===== src/rtl/input_conditioner.sv =====
// Input conditioner for raw pushbuttons and toggle switches.
// Synchronizes every raw bit, debounces it against a shared sample tick,
// produces registered press/release/change pulses, and stretches a CPU
// reset request while key 0 is held and for a fixed number of ticks afterwards.
module input_conditioner #(
    parameter int unsigned TICK_CYCLES      = 50000,
    parameter int unsigned STABLE_TICKS     = 8,
    parameter int unsigned RESET_HOLD_TICKS = 16
) (
    input  logic       clk,
    input  logic       reset,
    input  logic [3:0] key_n,
    input  logic [9:0] sw,
    output logic [3:0] key_level,
    output logic [3:0] key_press,
    output logic [3:0] key_release,
    output logic [9:0] sw_level,
    output logic       sw_change,
    output logic       cpu_reset
);

    localparam int NumIn = 14;

    localparam int unsigned PreW  = (TICK_CYCLES > 1) ? $clog2(TICK_CYCLES) : 1;
    localparam int unsigned CntW  = (STABLE_TICKS > 1) ? $clog2(STABLE_TICKS) : 1;
    localparam int unsigned HoldW = (RESET_HOLD_TICKS > 0) ? $clog2(RESET_HOLD_TICKS + 1) : 1;

    localparam logic [PreW-1:0]  PreMax   = PreW'(TICK_CYCLES - 1);
    localparam logic [CntW-1:0]  CntMax   = CntW'(STABLE_TICKS - 1);
    localparam logic [HoldW-1:0] HoldInit = HoldW'(RESET_HOLD_TICKS);

    // Synchronizer flops; reset values are the idle (released / off) levels
    logic [3:0] key_meta_q;
    logic [3:0] key_sync_q;
    logic [9:0] sw_meta_q;
    logic [9:0] sw_sync_q;

    // Two-flop synchronizers for all raw inputs
    always_ff @(posedge clk or posedge reset) begin
        if (reset) begin
            key_meta_q <= '1;
            key_sync_q <= '1;
            sw_meta_q  <= '0;
            sw_sync_q  <= '0;
        end else begin
            key_meta_q <= key_n;
            key_sync_q <= key_meta_q;
            sw_meta_q  <= sw;
            sw_sync_q  <= sw_meta_q;
        end
    end

    // Bits [3:0] are keys (inverted to active-high), bits [13:4] are switches
    logic [NumIn-1:0] in_sync;
    assign in_sync = {sw_sync_q, ~key_sync_q};

    logic [PreW-1:0] pre_q;
    logic [PreW-1:0] pre_d;
    logic            tick;

    // Shared prescaler: tick marks the last count before wrapping
    always_comb begin
        tick  = (pre_q == PreMax);
        pre_d = tick ? '0 : pre_q + 1'b1;
    end

    logic [NumIn-1:0][CntW-1:0] cnt_q;
    logic [NumIn-1:0][CntW-1:0] cnt_d;
    logic [NumIn-1:0]           level_q;
    logic [NumIn-1:0]           level_d;

    // Per-input stability counters; any return to the current level clears the count
    always_comb begin
        cnt_d   = cnt_q;
        level_d = level_q;
        for (int i = 0; i < NumIn; i++) begin
            if (in_sync[i] == level_q[i]) begin
                cnt_d[i] = '0;
            end else if (tick) begin
                if (cnt_q[i] == CntMax) begin
                    level_d[i] = in_sync[i];
                    cnt_d[i]   = '0;
                end else begin
                    cnt_d[i] = cnt_q[i] + 1'b1;
                end
            end
        end
    end

    logic [HoldW-1:0] hold_q;
    logic [HoldW-1:0] hold_d;

    // Hold counter reloads while key 0 is down and drains one step per tick after release
    always_comb begin
        if (level_q[0]) begin
            hold_d = HoldInit;
        end else if (tick && (hold_q != '0)) begin
            hold_d = hold_q - 1'b1;
        end else begin
            hold_d = hold_q;
        end
    end

    logic [3:0] press_q;
    logic [3:0] release_q;
    logic       sw_change_q;
    logic       cpu_reset_q;

    // State and registered outputs; pulses are derived from next vs current level so
    // they coincide with the first cycle the new level is visible
    always_ff @(posedge clk or posedge reset) begin
        if (reset) begin
            pre_q       <= '0;
            cnt_q       <= '0;
            level_q     <= '0;
            press_q     <= '0;
            release_q   <= '0;
            sw_change_q <= 1'b0;
            hold_q      <= HoldInit;
            cpu_reset_q <= 1'b1;
        end else begin
            pre_q       <= pre_d;
            cnt_q       <= cnt_d;
            level_q     <= level_d;
            press_q     <= level_d[3:0] & ~level_q[3:0];
            release_q   <= ~level_d[3:0] & level_q[3:0];
            sw_change_q <= |(level_d[13:4] ^ level_q[13:4]);
            hold_q      <= hold_d;
            cpu_reset_q <= (hold_d != '0) || level_d[0];
        end
    end

    assign key_level   = level_q[3:0];
    assign sw_level    = level_q[13:4];
    assign key_press   = press_q;
    assign key_release = release_q;
    assign sw_change   = sw_change_q;
    assign cpu_reset   = cpu_reset_q;

endmodule


===== config.mk =====
export PLATFORM = sky130hd
export DESIGN_NAME = input_conditioner
export DESIGN_NICKNAME = d
export VERILOG_FILES = /design/src/rtl/input_conditioner.sv
export SDC_FILE = /design/constraint.sdc
export NUM_CORES = 1
export LEC_CHECK = 0
export ABC_AREA = 1
export BUFFER_PORTS_ARGS = -buffer_cell sky130_fd_sc_hd__buf_2
export CAP_MARGIN = 40
export CORE_MARGIN = 2
export CORE_UTILIZATION = 59
export CTS_CLUSTER_DIAMETER = 150
export DETAILED_ROUTE_END_ITERATION = 7
export MAX_ROUTING_LAYER = met4
export PLACE_DENSITY = 0.77
export SETUP_SLACK_MARGIN = 0.5
export SLEW_MARGIN = 25
export SYNTH_ARGS = -nofsm -noshare
export SYNTH_HDL_FRONTEND = slang
export SYNTH_SLANG_ARGS = --single-unit

===== constraint.sdc =====
create_clock -name clk -period 4 [get_ports clk]
set_input_delay 0.2 -clock clk [delete_from_list [all_inputs] [get_ports clk]]
set_output_delay 0.2 -clock clk [all_outputs]
set_load 0.01 [all_outputs]

==> metrics.cfg <==
[clock_tree]
post_cts_buffers=0
cts_sinks=115
hold_buffers=15
root_buffer=clkbuf_8
ctsHtreeMaxLevel=4
cts_max_path_buffers=2
postCtsResizedCells=0
clk_pin_slew_ns=0.06
cts_tree=done
numCtsBuffers=17
insertion_delay_ns=0.51

[synth]
synth_top_area_share_pct=51.5
syn_area_um2=5100
synthAdderAreaFrac_pct=7.36
syn-num-nets=565
synth.area.top_cells=dfrtp_1 52%, nand2_1 8.0%, ha_1 7.4%, dfstp_2 5.2%, nor2_1 4.7%
synth_xor_xnor_area_share_pct=3.09
synth.largest_area_cell=dfrtp_1
syn_inst=519
synth_cell_type_count=34
syn_area_per_cell_um2=9.83
synth-simple-area-share_pct=19.7
synthMuxAreaShare_pct=1.96
yosysSeqAreaShare_pct=56.7
synth_top_family_by_area=simple AND/OR/NAND/NOR gates
synth_compound_area_share_pct=5.45
synth-seq-cells=115
ys_warn_count=0

[global_routing]
grt_pass1_vias=3776
grt_overflow=0
antenna_found_initial=0
grt_max_degree=54
grt_pass1_wl_mm=16.4
grt.total_usage_pct=22.3

[critical_path]
cpPeakStageDelay_ns=0.71
path_delay_family=simple AND/OR/NAND/NOR gates
cp.arrival_ns=2.94
cp_max_fo=43
slowest_stage=inv_2
path_cells=ha_1, nand3_2, nor2_2, nand2_2, inv_2, nand2_1, nand2_1, o21ai_0
crit_type=flop to flop
cp-end-kind=flop
cp.required_ns=4.39
worst_setup_path_start_kind=flop
path_buf_inv=1
path_common_cell=nand2_1

[timing]
fin_skew_ns=0.0133
period_share_pct=63.8
whs_ns=0.329
rsz0062_at_grt=no
final.min_clock_period_ns=2.55
fin_setup_tns_ns=0
hold_viol=0
relSlewSlack_pct=51.3
worst_slack_ns=1.45
drv_slew=0
worst_pin_slew_ns=0.729
setup_viol=0
fmax_ghz=0.392

[power]
pwr_density_cell_nw_per_um2=455
p_clk_share_pct=55.2
power_mw=2.80
power_frac_seq_pct=42.6
power.leakage_nw=3.32
pwr-share-comb_pct=2.2
sw_frac_of_total_pct=19.8
p_int_mw=2.24
power.switching_uw=553
ir_worst_vdd_uv=324

[drt]
num_vias=3635
routedWlPerCell_um=12.9
ant_nets=0
wirelength_mm=9.09
first_pass_iters=4
dr.first_iter.drc_count=191
route.detailed.drc=0
viasPerCell=5.16

[floorplan]
die_area_um2=9400
core_um2=8300
io_pins=40
fp.dieW_um=97.0
start_util_pct=61.5
rows=33
die_y_um=97.0

[finish]
num_antenna_cells=0
area_delta_synth_final_pct=20.5
final_nets=633
layout-drive-gt1-share_pct=16.2

[placement]
gp_congestion=0.872
port-buffer-count=39
pre_cts_ws_ns=1.43
dp_hpwl_mm=5.85

[min_path]
hold_class=primary input to async pin

[run_status]
status=finished, final reports clean

[run]
cap_viol_max_count=0

sequential cells by signal, summed over array words and instances (netlist names):
register     flops
key_release      4
key_press        4
cnt_q           42
hold_q           5
level_q         14
pre_q           16
key_sync_q       4
cpu_reset        1
sw_meta_q       10
sw_sync_q       10
key_meta_q       4
sw_change        1
Yosys cell counts:
master / number
nand2_1: 109
dfrtp_1: 105
nor2_1: 64
inv_1: 61
nand3_1: 32
ha_1: 30
o21ai_0: 16
dfstp_2: 10
mux2i_1: 10
xor2_1: 10
a22o_1: 9
nor3_1: 8
xnor2_1: 8
a21oi_1: 5
nand4_1: 5
o31ai_1: 5
buf_2: 4
nor2_2: 4
buf_6: 3
inv_2: 3
nand2_2: 3
nand3b_1: 3
a31oi_1: 1
nand3_2: 1
nor2_4: 1
nor3_2: 1
nor3b_1: 1
nor4_2: 1
o21a_1: 1
o21bai_2: 1
o22ai_1: 1
o41ai_1: 1
o41ai_2: 1
or2_2: 1
metal layers:
metal  wire, um  global-route usage [%]
met2       4650                    36.4
met4         66                    9.21
met5          0                       -
met1       4050                    26.7
met3        330                    5.64
power groups by stage:
stage / Combinational [mW] / Sequential [mW] / Clock (mW)
finish: 0.0623 / 1.19 / 1.54
global placement: 0.0503 / 1.21 / 0
global route: 0.0718 / 1.19 / 1.62
detailed placement: 0.0519 / 1.21 / 0
CTS: 0.0638 / 1.19 / 1.56
floorplan: 0.0337 / 1.21 / 0
stage by stage:
stage / utilization [%] / cell area, um^2 / instances
floorplan: - / 5100 / 519
global placement: 64.9 / 5390 / 658
detailed placement: 64.9 / 5390 / 658
CTS: 74.1 / 6150 / 704
global route: 74.1 / 6150 / 704
finish: 74.1 / 6150 / 704
worst reg2reg max path, cell delays in order, from the launching register on:
cell and delay, ns:
dfrtp_1 0.36, ha_1 0.20, nand3_2 0.12, nor2_2 0.20
nand2_2 0.40, inv_2 0.72, nand2_1 0.23, nand2_1 0.12
o21ai_0 0.09
final timing paths:
path | startpoint | endpoint | slack [ns] | cells after the start
min in group clk | sw[9] | sw_meta_q[9] | 0.33 | 2
max in group asynchronous | reset | key_sync_q[2] | 2.76 | 4
worst max register to register | pre_q[0] | level_q[2] | 1.45 | 8
worst min-delay path | reset | cnt_q[5] | 0.33 | 3
worst min register to register | sw_meta_q[5] | sw_sync_q[5] | 0.35 | 0
worst max-delay path | pre_q[0] | level_q[2] | 1.45 | 8
layout by cell type (no fill, tap or decap), drive strengths merged, types with 2 or more instances in the layout:
cell type    netlist  layout
dfstp             10      10
ha                30      30
nand3             33      33
a21oi              5       5
clkbuf             0      22
nand3b             3       3
o31ai              5       5
nor3               9       9
mux2i             10      10
clkinv             0       3
o41ai              2       2
xor2              10      10
a22o               9       9
inv               64      64
clkinvlp           0       2
nand2            112     112
dfrtp            105     105
buf                7      41
o21ai             16      16
dlygate4sd3        0      15
nand4              5       5
nor2              69      69
bufinv             0       4
xnor2              8       8
final cells by class:
| class | count | area [um^2] |
|---|---|---|
| Sequential cell | 115 | 2890 |
| Inverter | 64 | 243 |
| Clock buffer | 22 | 453 |
| Clock inverter | 9 | 154 |
| Multi-Input combinational cell | 333 | 1920 |
| Timing Repair Buffer | 56 | 360 |
| Tap cell | 105 | 131 |
| Fill cell | 558 | 2150 |
cell families (layout without fill, tap and decap cells):
group / count (synthesis) / count (layout)
flops: 115 / 115
xor+xnor: 18 / 18
mux: 10 / 10
fa+ha+maj: 30 / 30
simple gates: 234 / 234
buf+inv: 71 / 151
compound gates: 41 / 41
No activity file was read; power rests on OpenSTA's default activity.
